$ cat src/rtl/nibble_serial_add.sv
// Purpose: adds two NIBBLES*4-bit operands one nibble per clock, rippling
//          the carry between nibbles through a one-bit carry register.
// Latency: out_valid rises exactly NIBBLES edges after the accept edge.
// Backpressure: the result is held in DONE until out_ready=1; start is only
//               accepted while in_ready=1 and is never queued.
//
// Ports:
//   clk        rising-edge clock for all state
//   rst        asynchronous active-high reset
//   start      request an add; sampled only while in_ready=1
//   in_ready   idle and able to accept start
//   a, b       operands (W = 4*NIBBLES bits), captured on the accept edge
//   out_valid  sum/cout hold a completed result
//   out_ready  consumer takes the result; only meaningful while out_valid=1
//   sum        low W bits of a+b
//   cout       carry out of the most significant nibble
module nibble_serial_add #(
  parameter int NIBBLES = 4  // legal range 2..8
) (
  input  logic                   clk,
  input  logic                   rst,
  input  logic                   start,
  output logic                   in_ready,
  input  logic [4*NIBBLES-1:0]   a,
  input  logic [4*NIBBLES-1:0]   b,
  output logic                   out_valid,
  input  logic                   out_ready,
  output logic [4*NIBBLES-1:0]   sum,
  output logic                   cout
);

  localparam int W  = 4 * NIBBLES;
  localparam int IW = $clog2(NIBBLES);

  typedef enum logic [1:0] {
    IDLE = 2'd0,
    RUN  = 2'd1,
    DONE = 2'd2
  } state_t;

  state_t          state;
  logic [W-1:0]    a_q;
  logic [W-1:0]    b_q;
  logic [W-1:0]    sum_q;
  logic [IW-1:0]   idx;
  logic            carry;
  logic            cout_q;

  logic [3:0]      nib_a;
  logic [3:0]      nib_b;
  logic [4:0]      nib_sum;
  logic            last_nib;

  // Datapath reads only the captured operands, so nothing on a/b can reach
  // an output combinationally and later changes on a/b are ignored.
  always_comb begin
    nib_a    = a_q[4*idx +: 4];
    nib_b    = b_q[4*idx +: 4];
    nib_sum  = {1'b0, nib_a} + {1'b0, nib_b} + {4'b0000, carry};
    last_nib = (idx == IW'(NIBBLES - 1));
  end

  // Single FSM block; in_ready/out_valid are registered alongside state so
  // they always match the state encoding.
  always_ff @(posedge clk or posedge rst) begin
    if (rst) begin
      state     <= IDLE;
      a_q       <= '0;
      b_q       <= '0;
      sum_q     <= '0;
      idx       <= '0;
      carry     <= 1'b0;
      cout_q    <= 1'b0;
      in_ready  <= 1'b1;
      out_valid <= 1'b0;
    end else begin
      case (state)
        IDLE: begin
          if (start) begin
            a_q      <= a;
            b_q      <= b;
            sum_q    <= '0;
            idx      <= '0;
            carry    <= 1'b0;
            state    <= RUN;
            in_ready <= 1'b0;
          end
        end

        RUN: begin
          sum_q[4*idx +: 4] <= nib_sum[3:0];
          carry             <= nib_sum[4];
          idx               <= idx + 1'b1;
          if (last_nib) begin
            cout_q    <= nib_sum[4];
            state     <= DONE;
            out_valid <= 1'b1;
          end
        end

        DONE: begin
          // Returning to IDLE here means a start seen on this same edge is
          // not taken; acceptance happens on a later edge from IDLE.
          if (out_ready) begin
            state     <= IDLE;
            in_ready  <= 1'b1;
            out_valid <= 1'b0;
          end
        end

        default: begin
          state     <= IDLE;
          in_ready  <= 1'b1;
          out_valid <= 1'b0;
        end
      endcase
    end
  end

  // sum/cout keep their values through IDLE until the next accept.
  assign sum  = sum_q;
  assign cout = cout_q;

endmodule

$ cat config.mk
export PLATFORM = sky130hd
export DESIGN_NAME = nibble_serial_add
export DESIGN_NICKNAME = d
export VERILOG_FILES = /design/src/rtl/nibble_serial_add.sv
export SDC_FILE = /design/constraint.sdc
export NUM_CORES = 1
export LEC_CHECK = 0
export CAP_MARGIN = 20
export CORE_MARGIN = 4
export CORE_UTILIZATION = 30
export CTS_CLUSTER_SIZE = 14
export DETAILED_ROUTE_END_ITERATION = 10
export PLACE_DENSITY = 0.55
export REMOVE_ABC_BUFFERS = 1
export SLEW_MARGIN = 10
export SYNTH_ARGS = -nofsm -noshare
export SYNTH_HDL_FRONTEND = slang
export SYNTH_SLANG_ARGS = --single-unit
$ cat constraint.sdc
create_clock -name clk -period 3.8 [get_ports clk]
set_clock_uncertainty 0.2 [all_clocks]
set_input_delay 0.57 -clock clk [delete_from_list [all_inputs] [get_ports clk]]
set_output_delay 0.57 -clock clk [all_outputs]
set_load 0.005 [all_outputs]
==> flow_summary_export.csv, run 1 <==
group,metric,value,unit
synth,synth_warnings,0,
timing,worst_hold_slack,0.300,ns
job,cap_violations,0,
timing,worst_pin_slew,0.693,ns
final_layout,syn2layout_area_growth,27.3,%
floorplanning,design.die.area,10600,µm²
timing,finalHoldViolCount,0,
drt,dr_total_vias,1620,
synth,synthArstFlopShare,1.00,
worst_setup_path,path_class,"reg2reg",
drt,ant_nets,0,
worst_setup_path,startpoint_type,"register",
synth,synth_cell_types,34,
clock_tree,cts_tree,"yes",
floorplanning,pin_count,55,
worst_setup_path,critPathArrivalTime,2.80,ns
grt,antenna_found_initial,0,
min_path,hp-class,"reg2reg",
final_layout,diodes,0,
worst_setup_path,reg2reg_depth,6,
drt,drt-vias-per-instance,4.74,
timing,setup_ws,0.971,ns
grt,grt_max_degree,57,
timing,fin_crit_sh,0.744,
grt,track_usage,0.111,
synth,syn_area,2720,µm²
synth,synth-seq-area-share,0.516,
timing,min_period,2.83,ns
worst_setup_path,cp.required,3.77,ns
worst_setup_path,critical-path-top-delay-family,"adder cells",
place,place_ws,0.969,ns
place,portBuffers,54,
final_layout,stdcell_count,342,
worst_setup_path,end_kind,"register",
power,finalPower,0.00304,W
timing,tns,0,ns
min_path,holdPathStages,1,
power,vdd_drop_max,0.426,mV
timing,slew_headroom,0.538,
worst_setup_path,path_cells,"mux4_2 -> fa_1 -> fa_1 -> a21o_1 -> a21oi_1 -> a31oi_1",
drt,dr.first_iter.drc_count,39,
final_layout,final_layout_size_suffix_gt1_frac,0.244,
floorplanning,core,8760,µm²
clock_tree,cts-resized-gates,0,
power,p_per_area,879,nW/µm²
worst_setup_path,max_stage_delay,0.71,ns
floorplanning,die_h,103,µm
clock_tree,clkSinkCount,56,
floorplanning,rows,34,
final_layout,layout_common_cells,"dfrtp_1, clkdlybuf4s50_1, mux2_4",
clock_tree,cts-htree-levels,2,
floorplanning,start_util,0.310,
worst_setup_path,regToRegSetupSlack,0.97,ns
power,power_leakage,1.48,nW
worst_setup_path,worst-path-stages,6,
synth,yosys_most_used_dff,"dfrtp_1",
timing,drv_slew,0,
clock_tree,insertion_delay,0.30,ns
timing,grt_setup_unrepaired,"no",
timing,clock.fmax,353,MHz
grt,grt.overflow.total,0,
synth,syn_area_per_cell,15.4,µm²
clock_tree,postCtsSetupBuffers,0,
timing,setup_viol,0,
clock_tree,cts_hold_buf,0,
run_status,status,"finished, final reports clean",
clock_tree,clockBufferDepth,2,
grt,grt_pass1_vias,1730,
synth,synth_enable_flop_cells,0,
final_layout,final_common_cell,"dfrtp_1",
drt,avgRoutedWirePerCell,16.0,µm
worst_setup_path,crit_top_cell,"fa_1",
clock_tree,clkTransAtPathRegs,0.09,ns
place,finalWeightedCongestion,0.719,
place,dpl.cell_count,334,
synth,synth_seq_cells,56,
drt,routed_wl,5.47,mm
clock_tree,cts_root_buf,"clkbuf_8",
worst_setup_path,critPathMaxFanout,12,
final_layout,finalNetCount,278,
worst_setup_path,critPathBufInv,0,
grt,grt_pass1_wl,9.08,mm
drt,drc,0,
drt,drt_first_pass_iters,4,
place,dp_hpwl,4.08,mm
worst_setup_path,cp_slowest_cell,"dfrtp_1",
clock_tree,numCtsBuffers,5,
floorplanning,die_w,103,µm
synth,synth_cells,176,
-- worst register-to-register path, cell delays in order (launching register included) --
cell	delay, ns
dfrtp_1	0.71
mux4_2	0.41
fa_1	0.45
fa_1	0.42
a21o_1	0.20
a21oi_1	0.20
a31oi_1	0.11
-- power breakdown --
group / switching (W) / internal, W / total (W)
logic: 0.000735 / 0.000901 / 0.00164
registers: 0.000210 / 0.000864 / 0.00107
clock network: 0.000181 / 0.000149 / 0.000330
total: 0.00113 / 0.00191 / 0.00304
-- registers in the layout, indices dropped and copies added, names as in the netlist --
| signal | count |
|---|---|
| carry | 1 |
| out_valid | 1 |
| in_ready | 1 |
| sum | 16 |
| state | 2 |
| cout | 1 |
| b_q | 16 |
| idx | 2 |
| a_q | 16 |
-- through the flow --
step                 util  instance area, µm²
floorplan               -                2660
global placement    0.384                3370
detailed placement  0.384                3370
CTS                 0.395                3460
global route        0.395                3460
finish              0.395                3460
-- Yosys cell counts (2+ instances only) --
library cell | count | area, µm²
a21o_1 | 5 | 37.5
a21oi_1 | 5 | 25.0
a22o_1 | 13 | 114
a32o_1 | 4 | 40.0
buf_2 | 2 | 10.0
buf_4 | 2 | 15.0
buf_6 | 3 | 33.8
dfrtp_1 | 55 | 1380
fa_1 | 2 | 40.0
ha_1 | 7 | 87.6
inv_1 | 3 | 11.3
mux2_1 | 2 | 22.5
mux2_4 | 30 | 450
mux4_2 | 8 | 180
nand2_1 | 10 | 37.5
nand2b_4 | 2 | 27.5
nor2_1 | 3 | 11.3
o21ai_0 | 2 | 10.0
o21ai_1 | 2 | 10.0
o21bai_1 | 2 | 15.0
-- layer usage --
metal / global-route usage / routed length [µm] / vias up
met1: 0.158 / 2600 / 807
met3: 0.0262 / 310 / 5
met2: 0.171 / 2510 / 40
met4: 0.0299 / 52 / 0
met5: 0 / 0 / -
li1: - / - / 768
-- kinds of logic after synthesis --
group,share of synthesized area
compound gates,0.0976
xor+xnor,0.00322
fa+ha+maj,0.0470
buf+inv,0.0258
flops,0.516
mux,0.240
simple gates,0.0700
-- cell type report --
type	instances	area [µm²]
clock buffers	8	90.1
fillers	835	5300
inverters	3	11.3
multi-input cells	110	1240
flip-flops and latches	56	1400
well taps	108	135
repair buffers	57	576
-- final timing paths --
kind                                    start             endpoint
setup / recovery           idx[1]$_DFFE_PP0P_     cout$_DFFE_PP0P_
min in group asynchronous                 rst  a_q[15]$_DFFE_PP0P_
hold / removal             b_q[4]$_DFFE_PP0P_   b_q[4]$_DFFE_PP0P_
max in group asynchronous                 rst     cout$_DFFE_PP0P_
setup reg to reg           idx[1]$_DFFE_PP0P_     cout$_DFFE_PP0P_
hold reg to reg            b_q[4]$_DFFE_PP0P_   b_q[4]$_DFFE_PP0P_
(Power assumes the default switching activity.)
==> run 2: changes to the inputs <==
--- a/config.mk
+++ b/config.mk
@@ -10,7 +10,7 @@
 export CORE_UTILIZATION = 30
 export CTS_CLUSTER_SIZE = 14
 export DETAILED_ROUTE_END_ITERATION = 10
-export PLACE_DENSITY = 0.55
+export PLACE_DENSITY = 0.57
 export REMOVE_ABC_BUFFERS = 1
 export SLEW_MARGIN = 10
 export SYNTH_ARGS = -nofsm -noshare
==> constraint.sdc (replaced) <==
create_clock -name clk -period 2.42 [get_ports clk]
set_clock_uncertainty 0.2 [all_clocks]
set_input_delay 0.363 -clock clk [delete_from_list [all_inputs] [get_ports clk]]
set_output_delay 0.363 -clock clk [all_outputs]
set_load 0.005 [all_outputs]
==> flow_summary_export.csv, run 2 (synthesized netlist as in run 1, its figures left out) <==
group,metric,value,unit
worst_setup_path,startpoint_type,"register",
drt,avgRoutedWirePerCell,15.2,µm
drt,drc,0,
floorplanning,die_h,103,µm
timing,slew_headroom,0.682,
place,portBuffers,54,
timing,finalHoldViolCount,0,
drt,drt_first_pass_iters,4,
power,p_per_area,1440,nW/µm²
floorplanning,core,8760,µm²
timing,fin_crit_sh,1.02,
clock_tree,numCtsBuffers,5,
timing,tns,-0.237,ns
drt,drt-vias-per-instance,4.63,
final_layout,fin_area,3670,µm²
timing,drv_slew,0,
clock_tree,cts-htree-levels,2,
worst_setup_path,end_kind,"register",
run_status,status,"finished, violations left",
place,dp_hpwl,4.19,mm
floorplanning,die_w,103,µm
place,place_area,3510,µm²
grt,antenna_found_initial,0,
clock_tree,insertion_delay,0.31,ns
final_layout,final_layout_size_suffix_gt1_frac,0.336,
timing,grt_setup_unrepaired,"yes",
final_layout,finalNetCount,297,
worst_setup_path,critPathMaxFanout,4,
worst_setup_path,reg2reg_depth,6,
clock_tree,clockBufferDepth,2,
worst_setup_path,cp.required,2.41,ns
job,cap_violations,0,
timing,setup_viol,9,
power,vdd_drop_max,0.608,mV
place,place_ws,-0.238,ns
place,finalWeightedCongestion,0.757,
power,finalPower,0.00530,W
floorplanning,rows,34,
drt,dr_total_vias,1673,
final_layout,stdcell_count,361,
timing,worst_pin_slew,0.476,ns
floorplanning,design.die.area,10600,µm²
final_layout,diodes,0,
timing,clock.fmax,404,MHz
grt,grt_pass1_vias,1813,
drt,ant_nets,0,
floorplanning,pin_count,55,
clock_tree,cts_root_buf,"clkbuf_8",
worst_setup_path,path_class,"reg2reg",
grt,grt_max_degree,37,
clock_tree,cts_tree,"yes",
grt,track_usage,0.111,
clock_tree,clkSinkCount,56,
drt,routed_wl,5.48,mm
final_layout,syn2layout_area_growth,35.2,%
timing,setup_ws,-0.0523,ns
run_status,failed_checks,"setup timing",
power,power_leakage,1.59,nW
worst_setup_path,critPathArrivalTime,2.46,ns
clock_tree,cts_hold_buf,0,
min_path,hp-class,"in2async",
grt,grt_pass1_wl,9.19,mm
place,dpl.cell_count,349,
grt,grt.overflow.total,0,
clock_tree,clkTransAtPathRegs,0.10,ns
final_layout,layout_common_cells,"dfrtp_1, clkdlybuf4s50_1, mux2_4",
drt,dr.first_iter.drc_count,81,
timing,min_period,2.47,ns
floorplanning,start_util,0.310,
==> run 2: path summary, 6_finish.rpt <==
path	startpoint	endpoint	slack, ns
min in group clk	sum[14]$_DFFE_PP0P_	sum[14]$_DFFE_PP0P_	0.31
worst min register to register	sum[14]$_DFFE_PP0P_	sum[14]$_DFFE_PP0P_	0.31
max in group asynchronous	rst	in_ready$_DFFE_PP1P_	1.22
worst max-delay path	idx[0]$_DFFE_PP0P_	cout$_DFFE_PP0P_	-0.05
worst min-delay path	rst	a_q[2]$_DFFE_PP0P_	0.18
worst max register to register	idx[0]$_DFFE_PP0P_	cout$_DFFE_PP0P_	-0.05
==> run 2: metrics by stage <==
step | utilization | hold WS [ns]
2_1_floorplan | - | 0.253
3_3_place_gp | 0.400 | 0.279
3_5_place_dp | 0.400 | 0.291
4_1_cts | 0.416 | 0.189
5_1_grt | 0.419 | 0.194
6_report | 0.419 | 0.178
==> run 2: final cells by class <==
cell class	count	area (µm²)
inverters	3	11.3
multi-input cells	110	1270
flip-flops and latches	56	1400
well taps	108	135
clock inverters	1	8.76
fillers	814	5090
repair buffers	76	756
clock buffers	7	86.3
==> run 2: worst max-delay path: stages (launching register included) <==
cell and delay [ns]:
dfrtp_2 0.44, mux4_2 0.53, fa_2 0.40, fa_2 0.39
a21o_1 0.18, a21oi_2 0.13, a31oi_1 0.08
==> run 2: routing by layer <==
| metal | share of wire | GRT usage | vias to the layer above | wire length (µm) |
|---|---|---|---|---|
| li1 | - | - | 805 | - |
| met1 | 0.49 | 0.160 | 825 | 2660 |
| met2 | 0.46 | 0.166 | 39 | 2500 |
| met3 | 0.051 | 0.0288 | 4 | 277 |
| met4 | 0.0073 | 0.0289 | 0 | 40 |
| met5 | 0 | 0 | - | 0 |
==> run 2: repair_timing <==
item | 4_1_cts | 5_1_grt
buffers inserted | 2 | 3
pin swaps | 10 | 2
cloned | 0 | 0
resized for setup | 10 | 1
endpoints found under the hold margin | 0 | 0
setup endpoints to repair | 14 | 14
==> run 2: power breakdown <==
group	total [W]	leakage (nW)	internal (W)	switching, W
Combinational	0.00312	0.855	0.00183	0.00129
Sequential	0.00166	0.690	0.00136	0.000298
Clock	0.000525	0.0484	0.000235	0.000290
Total	0.00530	1.59	0.00342	0.00188
==> variant 1 (flow settings as in run 1) <==
`NIBBLES`: 4 -> 8. Comments in the files are not updated.
--- a/src/rtl/nibble_serial_add.sv
+++ b/src/rtl/nibble_serial_add.sv
@@ -15,7 +15,7 @@
 //   sum        low W bits of a+b
 //   cout       carry out of the most significant nibble
 module nibble_serial_add #(
-  parameter int NIBBLES = 4  // legal range 2..8
+  parameter int NIBBLES = 8  // legal range 2..8
 ) (
   input  logic                   clk,
   input  logic                   rst,
Interface: changed (resized a, b and sum); port bits go from 55 to 103. No check against the original RTL was run, so the function may have changed too.
==> variant 1 against run 1 <==
Worst hold slack got worse by 0.023 ns. Design area rose by 85%. Clock power increased to 2.5 times the old value. Area after synthesis increased by 79%. Routed wire length grew 120%. Sequential cell count increased by 49. Total power is 74% higher. Setup slack worse by 0.43 ns. Combinational power grew 53%. Critical path type unchanged.
==> variant 1: results (changes against run 1) <==
{| class="wikitable"
! Metric !! Value
|-
| Worst reg2reg startpoint || idx[0]$_DFFE_PP0P_ (was idx[1]$_DFFE_PP0P_)
|-
| Synth area leaders || sky130_fd_sc_hd__dfrtp_1 54%, sky130_fd_sc_hd__nand2_1 18%, sky130_fd_sc_hd__mux4_2 6.0% (was sky130_fd_sc_hd__dfrtp_1 51%, sky130_fd_sc_hd__mux2_4 17%, sky130_fd_sc_hd__mux4_2 6.6%)
|-
| Hold path depth || 2 (was 1)
|-
| Reg-to-reg endpoint || sum[23]$_DFFE_PP0P_ (was cout$_DFFE_PP0P_)
|-
| Pin count of the biggest net entering global routing || 90 (was 57)
|-
| DRC violation total after the first TritonRoute iteration || 219 (was 39)
|-
| Data arrival time at the worst-slack endpoint || 3.26 ns (was 2.80 ns)
|-
| Largest incremental delay on the critical path || 0.58 ns (was 0.71 ns)
|-
| Final weighted congestion in routability-driven placement || 0.799 (was 0.719)
|-
| Reg2reg setup slack || 0.54 ns (was 0.97 ns)
|-
| Average wire per standard cell || 14.6 um (was 16.0 um)
|-
| Num CTS Buffers || 9 (was 5)
|-
| Headroom to the max-slew limit || 0.540 (was 0.538)
|-
| Placed standard-cell area || 0.00609 mm^2 (was 0.00337 mm^2)
|-
| Via count of the first global-routing pass || 3991 (was 1730)
|-
| Clock-pin slew on the worst setup and hold paths || 0.07 ns (was 0.09 ns)
|-
| First-pass GRT wire length || 20.1 mm (was 9.08 mm)
|-
| Crit-path leading delay family || XOR/XNOR gates (was adder cells)
|-
| Placed wire-length estimate after detailed placement || 8.83 mm (was 4.08 mm)
|-
| Synth top cells by count || 230 x sky130_fd_sc_hd__nand2_1, 104 x sky130_fd_sc_hd__dfrtp_1, 26 x sky130_fd_sc_hd__nand3_1 (was 55 x sky130_fd_sc_hd__dfrtp_1, 30 x sky130_fd_sc_hd__mux2_4, 13 x sky130_fd_sc_hd__a22o_1)
|-
| Total routing resource utilization after global routing || 0.138 (was 0.111)
|-
| Run status || complete, no violations (unchanged)
|-
| Peak VDD IR || 435 uV (was 426 uV)
|-
| Number of buffers inserted by port buffering || 102 (was 54)
|-
| Clock insertion delay at the later pin of the skew report || 0.34 ns (was 0.30 ns)
|-
| Share of final-layout standard cells stronger than drive strength 1 || 0.0680 (was 0.244)
|}
-- variant 1: cell count changes after synthesis, moves of 8 or more --
cell,before,now
sky130_fd_sc_hd__a22o_1,13,3
sky130_fd_sc_hd__clkbuf_1,0,8
sky130_fd_sc_hd__dfrtp_1,55,104
sky130_fd_sc_hd__mux2_4,30,0
sky130_fd_sc_hd__nand2_1,10,230
sky130_fd_sc_hd__nand3_1,0,26
sky130_fd_sc_hd__o21ai_0,2,16
-- variant 1: final cells by class --
cell class | count | area [um^2]
clock buffer | 12 | 246
clock inverter | 3 | 17.5
fill | 1606 | 9500
inverter | 10 | 40.0
multi-input combinational | 362 | 2060
sequential | 105 | 2630
tap | 216 | 270
timing repair buffer | 111 | 1120
-- variant 1: through the flow --
step                hold WS, ns   util
finish                    0.277  0.402
global route              0.293  0.402
floorplan                 0.237      -
CTS                       0.278  0.400
detailed placement        0.262  0.384
global placement          0.255  0.384
-- variant 1: cells by family (layout without fill, tap and decap cells) --
| family | after synthesis | count (layout) | synth area share |
|---|---|---|---|
| fa+ha+maj | 12 | 12 | 0.0340 |
| buf+inv | 38 | 136 | 0.0365 |
| xor+xnor | 2 | 2 | 0.00360 |
| compound gates | 42 | 42 | 0.0592 |
| mux | 19 | 19 | 0.0829 |
| simple gates | 287 | 287 | 0.243 |
| flops | 105 | 105 | 0.541 |
-- variant 1: routing by layer --
| layer | share of wire | track usage | vias to the layer above | wire length [um] |
|---|---|---|---|---|
| met5 | 0 | 0 | - | 0 |
| met4 | 0.0083 | 0.0342 | 0 | 99 |
| met3 | 0.057 | 0.0390 | 11 | 676 |
| met2 | 0.49 | 0.225 | 107 | 5860 |
| met1 | 0.44 | 0.182 | 1839 | 5320 |
| li1 | - | - | 1863 | - |
-- variant 1: worst max path at each step --
stage               slack [ns]  cells past startpoint                  end          startpoint
floorplan                -0.64                      3   a_q[0]$_DFFE_PP0P_               start
global placement          0.59                     10  sum[23]$_DFFE_PP0P_  idx[0]$_DFFE_PP0P_
detailed placement        0.53                     10  sum[11]$_DFFE_PP0P_  idx[0]$_DFFE_PP0P_
CTS                       0.51                     10  sum[23]$_DFFE_PP0P_  idx[0]$_DFFE_PP0P_
global route              0.24                     10   sum[3]$_DFFE_PP0P_  idx[0]$_DFFE_PP0P_
finish                    0.54                     10  sum[23]$_DFFE_PP0P_  idx[0]$_DFFE_PP0P_
-- variant 1: power groups by stage --
stage | clock [mW] | sequential, mW | combinational [mW]
floorplan | 0 | 1.92 | 1.59
global placement | 0 | 1.96 | 2.48
detailed placement | 0 | 1.98 | 2.53
CTS | 0.866 | 1.96 | 2.55
global route | 0.916 | 2.02 | 2.84
finish | 0.835 | 1.95 | 2.51
==> variant 2 (config.mk and constraints of run 1) <==
Made on the original files. The 3 states of `state_t` get a one-hot encoding in 3 bits.
--- a/src/rtl/nibble_serial_add.sv
+++ b/src/rtl/nibble_serial_add.sv
@@ -32,10 +32,10 @@
   localparam int W  = 4 * NIBBLES;
   localparam int IW = $clog2(NIBBLES);
 
-  typedef enum logic [1:0] {
-    IDLE = 2'd0,
-    RUN  = 2'd1,
-    DONE = 2'd2
+  typedef enum logic [2:0] {
+    IDLE = 3'b001,
+    RUN  = 3'b010,
+    DONE = 3'b100
   } state_t;
 
   state_t          state;
Behaviour: same outputs for any inputs over 10 cycles, from zero or initial values and one cycle with rst high; not proved beyond that.
==> variant 2 against run 1 <==
Global-route usage rose by 0.54 points. Setup slack lost 0.14 ns. Routed wire length grew 9.4%. Sequential power shrank 4%. Fmax fell by 4.7%. Area after synthesis increased by 1.1%. Total power shrank 10%. Design area increased by 3.3%. Sequential cell count is 1 higher. Synthesized cell count rose by 45%. Critical endpoint is now sum[6]$_DFFE_PP0P_.
==> variant 2: results (changes against run 1) <==
{| class="wikitable"
! Metric !! Value
|-
| Run status || complete, no violations (unchanged)
|-
| Pin count of the biggest net entering global routing || 40 (was 57)
|-
| Final #Nets || 358 (was 278)
|-
| Highest clock rate || 337 MHz (was 353 MHz)
|-
| Clock-pin slew on the worst setup and hold paths || 0.06 ns (was 0.09 ns)
|-
| Worst-path maximum fanout || 11 (was 12)
|-
| Peak VDD IR || 270 uV (was 426 uV)
|-
| Data arrival time at the worst-slack endpoint || 3.03 ns (was 2.80 ns)
|-
| CTS HTree Levels || 3 (was 2)
|-
| Placed standard-cell area || 0.00338 mm^2 (was 0.00337 mm^2)
|-
| Num CTS Buffers || 9 (was 5)
|-
| Hold path depth || 2 (was 1)
|-
| Hold Crit Endpoint || a_q[1]$_DFFE_PP0P_ (was b_q[4]$_DFFE_PP0P_)
|-
| DRC violation total after the first TritonRoute iteration || 63 (was 39)
|-
| Slew at the pin closest to its max-slew limit || 0.658 ns (was 0.693 ns)
|-
| Share of final-layout standard cells stronger than drive strength 1 || 0.108 (was 0.244)
|-
| Reg2reg setup slack || 0.83 ns (was 0.97 ns)
|-
| Total routing resource utilization after global routing || 0.117 (was 0.111)
|-
| Leakage || 1.65 nW (was 1.48 nW)
|-
| Synth top cells by count || 99 x sky130_fd_sc_hd__nand2_1, 55 x sky130_fd_sc_hd__dfrtp_1, 10 x sky130_fd_sc_hd__buf_2 (was 55 x sky130_fd_sc_hd__dfrtp_1, 30 x sky130_fd_sc_hd__mux2_4, 13 x sky130_fd_sc_hd__a22o_1)
|-
| Largest incremental delay on the critical path || 0.68 ns (was 0.71 ns)
|-
| Part of the Yosys area used for sequential elements || 0.520 (was 0.516)
|-
| Number of unique standard cell types used by synthesis || 40 (was 34)
|-
| # fillers || 883 (was 835)
|-
| Via count of the first global-routing pass || 2144 (was 1730)
|-
| Hold Crit Start || a_q[1]$_DFFE_PP0P_ (was b_q[4]$_DFFE_PP0P_)
|-
| Worst r2r path cells || 5 (was 6)
|}
[variant 2: through the flow]
step	worst slack [ns]	power (mW)	instances	hold slack, ns	util
global placement	0.869	2.17	408	0.254	0.383
CTS	0.796	2.77	423	0.279	0.406
finish	0.832	2.72	423	0.274	0.406
floorplan	0.876	1.79	243	0.240	-
global route	0.637	2.97	423	0.306	0.406
detailed placement	0.805	2.20	408	0.262	0.383
[variant 2: worst max path at each step]
stage / from / depth (start not counted) / to
finish: idx[0]$_DFFE_PP0P_ / 5 / sum[6]$_DFFE_PP0P_
global placement: idx[0]$_DFFE_PP0P_ / 5 / sum[6]$_DFFE_PP0P_
global route: idx[0]$_DFFE_PP0P_ / 6 / cout$_DFFE_PP0P_
floorplan: idx[0]$_DFFE_PP0P_ / 6 / cout$_DFFE_PP0P_
CTS: idx[0]$_DFFE_PP0P_ / 5 / sum[6]$_DFFE_PP0P_
detailed placement: idx[0]$_DFFE_PP0P_ / 6 / cout$_DFFE_PP0P_
[variant 2: worst register-to-register path, delay by kind of cell, from the launching register on]
kind            cells  cell delay (ns)
mux                 1             0.59
flops               1             0.68
compound gates      1             0.21
xor+xnor            1             0.37
fa+ha+maj           2             0.86
[variant 2: area by class of cell]
cell class / count / share of cell area
sequential: 57 / 0.400
multi-input combinational: 182 / 0.346
timing repair buffer: 57 / 0.158
clock buffer: 12 / 0.0434
tap: 108 / 0.0378
clock inverter: 3 / 0.0112
inverter: 4 / 0.00420
[variant 2: layer usage]
metal | part of all wire | up-vias | global-route usage
met1 | 0.46 | 927 | 0.144
met3 | 0.054 | 2 | 0.0485
met4 | 0.0023 | 0 | 0.0199
met2 | 0.48 | 42 | 0.194
li1 | - | 991 | -
met5 | 0 | - | 0
[variant 2: logic make-up (layout without fill, tap and decap cells)]
logic type | Yosys count | after routing | share of synthesized area
AND/OR/NAND/NOR | 127 | 127 | 0.227
flip-flops | 57 | 57 | 0.520
AO/OA/AOI/OAI | 35 | 35 | 0.0979
buffers and inverters | 17 | 76 | 0.0305
adder cells (fa/ha/maj) | 11 | 11 | 0.0556
multiplexers | 8 | 8 | 0.0656
XOR/XNOR | 1 | 1 | 0.00319
[variant 2: power breakdown]
group          internal, mW  switching, mW  leakage (nW)  total, mW
logic                 0.536          0.604         0.815       1.14
clock network         0.333          0.223         0.102      0.556
registers             0.832          0.195         0.734       1.03
